--- config.mk ---
export PLATFORM = sky130hd
export DESIGN_NAME = fpu_result_writeback
export DESIGN_NICKNAME = d
export VERILOG_FILES = /design/src/rtl/fpu_result_writeback.sv
export SDC_FILE = /design/constraint.sdc
export NUM_CORES = 1
export LEC_CHECK = 0
export CORE_ASPECT_RATIO = 1.4
export CORE_MARGIN = 2
export CORE_UTILIZATION = 25
export DETAILED_ROUTE_END_ITERATION = 10
export PLACE_DENSITY = 0.49
export SLEW_MARGIN = 10
export SYNTH_ARGS = -nofsm -noshare
export SYNTH_HDL_FRONTEND = slang
export SYNTH_SLANG_ARGS = --single-unit
--- constraint.sdc ---
create_clock -name clk -period 4.46 [get_ports clk]
set_input_delay 0.669 -clock clk [delete_from_list [all_inputs] [get_ports clk]]
set_output_delay 0.669 -clock clk [all_outputs]
set_load 0.1 [all_outputs]
--- src/rtl/fpu_result_writeback.sv ---
// FPU result write-back: FWFT result FIFO, sticky IEEE flags and an optional precise-trap
// sequencer (RUN -> DRAIN -> TRAP), compiled in when FPU_WB_TRAP_EN is defined.
module fpu_result_writeback #(
    parameter int BIT_WIDTH  = 64,
    parameter int FIFO_DEPTH = 4,
    parameter int TAG_WIDTH  = 6
) (
    input  logic                 clk,
    input  logic                 rst_n,
    input  logic                 i_valid,
    output logic                 o_ready,
    input  logic [BIT_WIDTH-1:0] i_result,
    input  logic [4:0]           i_exception,
    input  logic [TAG_WIDTH-1:0] i_tag,
    output logic                 o_wb_valid,
    input  logic                 i_wb_ready,
    output logic [BIT_WIDTH-1:0] o_wb_data,
    output logic [TAG_WIDTH-1:0] o_wb_tag,
    output logic [4:0]           o_wb_exc,
    input  logic [4:0]           i_trap_mask,
    output logic [4:0]           o_sticky,
    input  logic [4:0]           i_sticky_clr,
    output logic                 o_trap,
    output logic [TAG_WIDTH-1:0] o_trap_tag,
    output logic [4:0]           o_trap_flags,
    input  logic                 i_trap_ack
);
    localparam int AW = (FIFO_DEPTH > 1) ? $clog2(FIFO_DEPTH) : 1;
    localparam int CW = AW + 1;
    localparam logic [CW-1:0] DEPTH_C = CW'(FIFO_DEPTH);

    logic [BIT_WIDTH-1:0] data_mem [FIFO_DEPTH];
    logic [TAG_WIDTH-1:0] tag_mem  [FIFO_DEPTH];
    logic [4:0]           exc_mem  [FIFO_DEPTH];

    logic [AW-1:0] wr_ptr_q, wr_ptr_d;
    logic [AW-1:0] rd_ptr_q, rd_ptr_d;
    logic [CW-1:0] count_q, count_d;
    logic [4:0]    sticky_q, sticky_d;
    logic          run_ok;
    logic          accept;
    logic          pop;

    assign accept = i_valid & o_ready;
    assign pop    = o_wb_valid & i_wb_ready;

    // Gated with rst_n so the block advertises nothing while held in reset.
    assign o_ready = rst_n & run_ok & (count_q < DEPTH_C);

    always_comb begin
        wr_ptr_d = wr_ptr_q;
        rd_ptr_d = rd_ptr_q;
        count_d  = count_q;
        if (accept) wr_ptr_d = wr_ptr_q + AW'(1);
        if (pop)    rd_ptr_d = rd_ptr_q + AW'(1);
        case ({accept, pop})
            2'b10:   count_d = count_q + CW'(1);
            2'b01:   count_d = count_q - CW'(1);
            default: count_d = count_q;
        endcase
        // A flag raised by the accepting result beats a simultaneous clear.
        sticky_d = (sticky_q & ~i_sticky_clr) | (accept ? i_exception : 5'b0);
    end

    always_ff @(posedge clk or negedge rst_n) begin
        if (!rst_n) begin
            wr_ptr_q <= '0;
            rd_ptr_q <= '0;
            count_q  <= '0;
            sticky_q <= '0;
        end else begin
            wr_ptr_q <= wr_ptr_d;
            rd_ptr_q <= rd_ptr_d;
            count_q  <= count_d;
            sticky_q <= sticky_d;
        end
    end

    always_ff @(posedge clk) begin
        if (accept) begin
            data_mem[wr_ptr_q] <= i_result;
            tag_mem[wr_ptr_q]  <= i_tag;
            exc_mem[wr_ptr_q]  <= i_exception;
        end
    end

    // Storage is never reset, so the head is masked to zero whenever the FIFO is empty.
    assign o_wb_valid = (count_q != '0);
    assign o_wb_data  = o_wb_valid ? data_mem[rd_ptr_q] : '0;
    assign o_wb_tag   = o_wb_valid ? tag_mem[rd_ptr_q]  : '0;
    assign o_wb_exc   = o_wb_valid ? exc_mem[rd_ptr_q]  : '0;
    assign o_sticky   = sticky_q;

`ifdef FPU_WB_TRAP_EN
    typedef enum logic [1:0] {
        ST_RUN   = 2'd0,
        ST_DRAIN = 2'd1,
        ST_TRAP  = 2'd2
    } state_t;

    state_t                state_q;
    logic                  trap_q;
    logic [TAG_WIDTH-1:0]  trap_tag_q;
    logic [4:0]            trap_flags_q;
    logic [4:0]            unmasked;

    assign unmasked = i_exception & i_trap_mask;

    always_ff @(posedge clk or negedge rst_n) begin
        if (!rst_n) begin
            state_q      <= ST_RUN;
            trap_q       <= 1'b0;
            trap_tag_q   <= '0;
            trap_flags_q <= '0;
        end else begin
            case (state_q)
                ST_RUN: begin
                    if (accept && (unmasked != 5'b0)) begin
                        state_q      <= ST_DRAIN;
                        trap_tag_q   <= i_tag;
                        trap_flags_q <= unmasked;
                    end
                end
                ST_DRAIN: begin
                    // Older results (including the faulting one) must leave first.
                    if (count_q == '0) begin
                        state_q <= ST_TRAP;
                        trap_q  <= 1'b1;
                    end
                end
                ST_TRAP: begin
                    if (i_trap_ack) begin
                        state_q <= ST_RUN;
                        trap_q  <= 1'b0;
                    end
                end
                default: begin
                    state_q <= ST_RUN;
                    trap_q  <= 1'b0;
                end
            endcase
        end
    end

    assign run_ok       = (state_q == ST_RUN);
    assign o_trap       = trap_q;
    assign o_trap_tag   = trap_tag_q;
    assign o_trap_flags = trap_flags_q;
`else
    logic unused_trap_inputs;

    assign unused_trap_inputs = ^{i_trap_mask, i_trap_ack};
    assign run_ok             = 1'b1;
    assign o_trap             = 1'b0;
    assign o_trap_tag         = '0;
    assign o_trap_flags       = '0;
`endif

endmodule
* After elaboration in Yosys (flattened, before gate mapping)
Memories as Yosys holds them, arrays and structs flattened. Index checks and enable logic that the tools add are counted.
Storage, ports and cells: RAM bits 300, logic and storage cells 29, register bits 12, memories 3, output and inout port bits 94
Operators by class: $add $sub $neg 4, mux-type cells 7, eq/ne operators 2, bitwise logic cells 6, order comparisons 1, reductions and logical operators 2
Memory list:
- data_mem | words 4, bits a word 64, rd ports 1, clocked after memory_dff 0, write ports 1, RTL line 32 | logic [BIT_WIDTH-1:0] data_mem [FIFO_DEPTH];
- tag_mem | words 4, bits a word 6, rd ports 1, clocked after memory_dff 0, write ports 1, RTL line 33 | logic [TAG_WIDTH-1:0] tag_mem [FIFO_DEPTH];
- exc_mem | words 4, bits a word 5, rd ports 1, clocked after memory_dff 0, write ports 1, RTL line 34 | logic [4:0] exc_mem [FIFO_DEPTH];
Operators by type and width (count):
- 2-to-1 mux 64 bit | 1
- 2-to-1 mux 5 bit | 2
- 2-to-1 mux 6 bit | 1
- case mux 3 bit (2 select lines) | 1
- AND 5 bit | 1
- NOT 5 bit | 1
- OR 5 bit | 1
- adder 2 x 1 -> 2 bit, second input constant | 2
- adder 3 x 1 -> 3 bit, second input constant | 1
- AND 1 bit | 3
- < comparator 3 bit, second input constant | 1
- nonzero test 3 bit | 1
- subtractor 3 x 1 -> 3 bit, second input constant | 1
- equality test 2 x 1 -> 1 bit, second input constant | 1
- equality test 2 bit, second input constant | 1
- 2-to-1 mux 1 bit | 2
- nonzero test 2 bit | 1

* Depth between registers and ports, before layout
Gate-level depths: netlist of run 1.
depth in word-level cells 5, gate-level depth with buffers 9

* Least setup slack after synthesis of run 1
Ideal clock, no wire load.
kind input -> register, start point in i_valid, end point mem data_mem[2][0] (enable), setup time 0.441 ns, required time 4.019 ns, path slack 1.075 ns, cell stages on the path 3, buffers on the path 1, data arrival time 2.943 ns, path through and3b_1 -> clkbuf_1 -> and2_1
On the way: longest elaborated chain between the ends 3
Ends and longest elaborated chain:
- start: declaration | RTL line 10 | input logic i_valid,
- AND 1 bit | RTL line 44 | assign accept = i_valid & o_ready;
- 2-to-1 mux 1 bit | RTL line 80 | if (accept) begin
- 2-to-1 mux 1 bit (not written as such) | RTL line 81 | data_mem[wr_ptr_q] <= i_result;
- end: declaration | RTL line 32
No other way between the ends.

* Final worst setup path of run 1
start point reg rd_ptr_q[0], end point out o_wb_data[3]
On the way: longest elaborated chain between the ends 2
Ends and longest elaborated chain:
- start: declaration | RTL line 37 | logic [AW-1:0] rd_ptr_q, rd_ptr_d;
- start signal: assignment | RTL line 73 | rd_ptr_q <= rd_ptr_d;
- memory read (4 x 64 bit)
- 2-to-1 mux 64 bit | RTL line 89 | assign o_wb_data = o_wb_valid ? data_mem[rd_ptr_q] : '0;
- end: declaration | RTL line 17 | output logic [BIT_WIDTH-1:0] o_wb_data,
No other way between the ends.

==> flow_metrics.env, run 1 <==
export IMPL_clk_pin_slew_ns=0.06
export IMPL_final_common_cell="edfxtp_1"
export IMPL_cts_resized=0
export IMPL_track_usage_pct=10.67
export IMPL_critPathCaptureType="output port"
export IMPL_drtPass1Iterations=4
export IMPL_drt_wirelength_per_cell_microns=19.09
export IMPL_status="completed"
export IMPL_netlist_area_sq_um=12050
export IMPL_synth_compound_area_share_pct=0.2492
export IMPL_synth_seq_area_share_pct=77.27
export IMPL_routed_wl_mm=26.53
export IMPL_synth_flop_cell="edfxtp_1"
export IMPL_setup_slack_ns=1.080
export IMPL_synthAdderAreaFrac_pct=0.6854
export IMPL_synthXorXnorAreaFrac_pct=0.4362
export IMPL_min_period_ns=3.380
export IMPL_cts_tree="built"
export IMPL_dieWidth_microns=189.5
export IMPL_ctsHoldBuffers=0
export IMPL_slowest_delay_ns=0.84
export IMPL_cp_arrival_ns=2.71
export IMPL_antenna_found_initial=3
export IMPL_slew_viol_final=0
export IMPL_clockRootBuffer="clkbuf_16"
export IMPL_drt_iter0_markers=259
export IMPL_utilization_pct=32.16
export IMPL_drive_above_1_share_pct=28.85
export IMPL_synth_top_family_by_area="multiplexers"
export IMPL_initial_core_util_pct=25.21
export IMPL_grt_pass1_wl_mm=39.58
export IMPL_final_cell_mix="edfxtp_1, clkdlybuf4s50_1, buf_4, and2_1, mux4_2"
export IMPL_fill_cells=4629
export IMPL_area_delta_synth_final_pct=27.56
export IMPL_grt_overflow_total=0
export IMPL_die_area_sq_um=49990
export IMPL_synthSimpleGateAreaFrac_pct=4.590
export IMPL_r2r_start="count_q[0]"
export IMPL_fmaxAchievable_mhz=295.9
export IMPL_clock_sinks=312
export IMPL_critical_path_startpoint_type="flip-flop"
export IMPL_cts_buffers=34
export IMPL_worstPathRequired_ns=3.79
export IMPL_dr_total_vias=5760
export IMPL_clock_path_buffers=3
export IMPL_crit_path_max_fanout=32
export IMPL_grt_pass1_vias=6328
export IMPL_dp_slack_ns=1.322
export IMPL_hold_viol_final=0
export IMPL_io_buffers=165
export IMPL_cp_slowest_cell="dfrtp_4"
export IMPL_final_period_utilization_pct=75.78
export IMPL_crit_type="reg2out"
export IMPL_fin_nets=830
export IMPL_clk_latency_ns=0.51
export IMPL_multi_input_area_sq_um=2474
export IMPL_die_y_microns=263.7
export IMPL_std_cell_rows=95
export IMPL_yosys_warnings=0
export IMPL_via_per_inst=4.144
export IMPL_grt_max_degree=76
export IMPL_relSlewSlack_pct=34.42
export IMPL_reg2reg_depth=9
export IMPL_tightest_slew_ns=0.9807
export IMPL_rsz0062_at_grt="no"
export IMPL_synth_cells=547
export IMPL_io_pins=184
export IMPL_antenna_left=0
export IMPL_core_area_sq_um=47780
export IMPL_fin_worst_skew_ns=0.01148
export IMPL_rr_endpoint="count_q[2]"
export IMPL_drc=0
export IMPL_htree_levels=2
export IMPL_synth_cell_type_count=24
export IMPL_final_seq_area_sq_um=9316
export IMPL_setup_viol=0
export IMPL_synth_edf_count=300
export IMPL_final_setup_tns_ns=0
export IMPL_synth_area_per_cell_sq_um=22.03
export IMPL_synth_seq_cells=312
export IMPL_cts_setup_buffers=0
export IMPL_place_hpwl_mm=14.79
export IMPL_drv_cap=0
export IMPL_path_cells="buf_12, mux4_2, and2_1, buf_4"
export IMPL_place_congestion=0.6548
export IMPL_ff2ff_setup_slack_ns=1.82
export IMPL_hold_class="in2async"
export IMPL_synthMuxAreaShare_pct=14.10
export IMPL_postSynth_asyncResetShare_pct=3.846
[critical path, delay by kind of cell, from the launching register on]
kind	cells	cell delay, ns
muxes	1	0.55
DFF	1	0.84
and+or+nand+nor	1	0.17
buffers and inverters	2	0.58
[Yosys cell counts (4+ instances only)]
master    instances  area share [%]
and2_1           80             4.2
edfxtp_1        300              75
buf_2             7            0.29
dfrtp_1          12             2.5
inv_1            11            0.34
o21ai_0           6            0.25
ha_1              5            0.52
buf_12            4            0.66
clkbuf_1          9            0.28
mux4_2           75              14
nand2_1           6            0.19
buf_4            14            0.87
[flip-flops by register name, summed over array words and instances, names as in the netlist]
name      count
wr_ptr_q      2
data_mem    256
tag_mem      24
exc_mem      20
o_sticky      5
count_q       3
rd_ptr_q      2
[metal layers]
layer	share of wire [%]	up-vias	track usage, %	routed length (microns)
met3	4.9	41	2.644	1305
li1	-	2546	-	-
met2	51	139	18.53	13650
met5	0.13	-	0	34
met4	2.6	6	3.939	686
met1	41	3028	12.76	10860
[stage by stage]
stage	instances	instance area [sq um]	hold WS, ns
3_5_place_dp	1328	14260	0.4847
2_1_floorplan	558	12090	0.3734
3_3_place_gp	1328	14260	0.4854
5_1_grt	1389	15370	0.4502
4_1_cts	1389	15370	0.4421
6_report	1390	15370	0.4584
[how the worst max path moves through the flow]
stage | start | end | slack, ns | cells after the start
after global placement | rst_n | data_mem[0][26] | 1.31 | 5
after detailed placement | rst_n | data_mem[0][25] | 1.32 | 5
final | rd_ptr_q[0] | o_wb_data[3] | 1.08 | 4
after floorplan | i_valid | data_mem[2][0] | 1.08 | 3
after CTS | rd_ptr_q[0] | o_wb_data[34] | 0.95 | 4
after global routing | rd_ptr_q[0] | o_wb_data[34] | 0.87 | 4
[area by class of cell]
type	instances	area share, %
sequential	312	60.62
multi-input combinational	197	16.10
timing repair buffer	178	10.70
clock buffer	50	6.472
tap	630	5.129
clock inverter	11	0.7002
inverter	11	0.2687
antenna	1	0.01628
[kinds of logic after synthesis]
group	count (synthesis)
compound gates	6
mux	76
buf+inv	49
xor+xnor	6
other cells	1
flops	312
simple gates	91
fa+ha+maj	6
Power of run 1 is left out: the tool's default activity adds up to more than one toggle a clock period on the data nets, which glitch-free logic cannot reach.
==> run 2, diff against run 1 <==
Clock period 4.46 ns to 3.35 ns, I/O delays scaled along.
==> run 2 against run 1 <==
  * Clock skew is 0.0079 ns higher
  * Setup slack worse by 0.73 ns
  * Critical path depth stayed put
  * Flip-flop and latch count stayed put
  * Non-clock buffer count grew 5
  * Wire length grew 1.5%
  * Count of clock-buffer cells in the layout fell by 7
  * Die area stayed put
  * Core utilization grew 0.20 points
  * Worst hold slack got worse by 0.14 ns
  * Register-to-register slack worse by 0.89 ns
  * Sequential share of layout area down 0.38 points
  * Highest routed layer unchanged
==> flow_metrics.env, run 2 (synthesis gave the netlist of run 1 again) <==
export IMPL_final_cell_mix="edfxtp_1, clkdlybuf4s50_1, buf_4, and2_1, mux4_2"
export IMPL_clock_sinks=312
export IMPL_die_y_microns=263.7
export IMPL_fin_worst_skew_ns=0.01941
export IMPL_core_area_sq_um=47780
export IMPL_crit_path_max_fanout=27
export IMPL_cts_buffers=34
export IMPL_antenna_found_initial=4
export IMPL_slew_viol_final=0
export IMPL_track_usage_pct=10.94
export IMPL_dr_total_vias=5757
export IMPL_final_common_cell="edfxtp_1"
export IMPL_clk_latency_ns=0.52
export IMPL_htree_levels=2
export IMPL_routed_wl_mm=26.92
export IMPL_fin_nets=835
export IMPL_gr_max_usage_layer="met2"
export IMPL_largest_reg_flops=256
export IMPL_hold_viol_final=0
export IMPL_antenna_left=0
export IMPL_dieWidth_microns=189.5
export IMPL_whs_ns=0.3186
export IMPL_stdcell_count=1396
export IMPL_fmaxAchievable_mhz=333.2
export IMPL_rsz0062_at_grt="no"
export IMPL_placed_area_sq_um=14390
export IMPL_final_period_utilization_pct=89.59
export IMPL_via_per_inst=4.124
export IMPL_top_regs="data_mem (256), tag_mem (24), exc_mem (20)"
export IMPL_hold_class="in2async"
export IMPL_grt_pass1_vias=6422
export IMPL_drt_wirelength_per_cell_microns=19.29
export IMPL_grt_overflow_total=0
export IMPL_area_delta_synth_final_pct=28.36
export IMPL_drc=0
export IMPL_place_hpwl_mm=15.89
export IMPL_drv_cap=0
export IMPL_final_cell_area_sq_um=15460
export IMPL_dp_cells=1333
export IMPL_drtPass1Iterations=4
export IMPL_top_register="data_mem"
export IMPL_cp_arrival_ns=2.50
export IMPL_initial_core_util_pct=25.21
export IMPL_cts_tree="built"
export IMPL_critical_path_startpoint_type="flip-flop"
export IMPL_io_buffers=165
export IMPL_std_cell_rows=95
export IMPL_tightest_slew_ns=0.9883
export IMPL_place_congestion=0.6430
export IMPL_final_setup_tns_ns=0
export IMPL_met1_usage_pct=12.80
export IMPL_setup_viol=0
export IMPL_ctsHoldBuffers=0
export IMPL_io_pins=184
export IMPL_grt_pass1_wl_mm=40.48
export IMPL_drive_above_1_share_pct=29.45
export IMPL_clock_path_buffers=3
export IMPL_die_area_sq_um=49990
export IMPL_clockRootBuffer="clkbuf_16"
export IMPL_clk_pin_slew_ns=0.06
export IMPL_status="completed"
export IMPL_use_met2_pct=19.36
export IMPL_use_met3_pct=2.644
export IMPL_crit_type="reg2out"
export IMPL_drt_iter0_markers=319
export IMPL_worstPathRequired_ns=2.85
export IMPL_relSlewSlack_pct=33.90
export IMPL_grt_max_degree=46
export IMPL_cts_resized=0
export IMPL_critPathCaptureType="output port"
export IMPL_min_period_ns=3.001
export IMPL_cts_setup_buffers=0
[run 2: changes by cell type in the layout (fill, tap and decap cells not counted), moves of 2 or more]
| cell | previous run | this run |
|---|---|---|
| buf_12 | 7 | 14 |
| clkbuf_1 | 11 | 7 |
| clkbuf_16 | 37 | 34 |
| clkinv_1 | 3 | 6 |
| inv_6 | 0 | 3 |
| buf_4 | 83 | 81 |
| clkinv_2 | 4 | 2 |
| clkinvlp_4 | 1 | 3 |
[run 2: cell type report]
class,count,area [sq um]
Multi-Input combinational cell,197,2474
Fill cell,4625,32320
Antenna cell,2,5.005
Sequential cell,312,9316
Clock buffer,43,904.6
Timing Repair Buffer,183,1769
Tap cell,630,788.3
Inverter,11,41.29
Clock inverter,18,166.4
[run 2: worst max-delay path, stage by stage (launching register included)]
cell     delay, ns
dfrtp_4       0.69
buf_12        0.31
mux4_2        0.54
and2_1        0.17
buf_4         0.23
[run 2: worst paths after layout]
path                             start            end  slack, ns  depth (start not counted)
hold / removal                   rst_n    o_sticky[2]       0.32                          2
max in group asynchronous        rst_n    rd_ptr_q[0]       2.83                          2
min in group clk            count_q[0]     count_q[0]       0.50                          1
setup reg to reg            count_q[0]     count_q[2]       0.93                          8
setup / recovery           rd_ptr_q[0]  o_wb_data[35]       0.35                          4
hold reg to reg             count_q[0]     count_q[0]       0.50                          1
[run 2: per-layer routing]
layer	routed length [microns]	share of wire, %
met5	41	0.15
met4	669	2.5
met2	13940	52
met1	10870	40
met3	1404	5.2
[run 2: metrics by stage]
step                      util [%]  setup slack (ns)
after CTS                    32.35            0.2162
after floorplan                  -            0.1317
final                        32.36            0.3488
after detailed placement     30.11            0.7683
after global placement       30.11            0.7837
after global routing         32.36            0.1666
Power of run 2 is left out for the same reason.
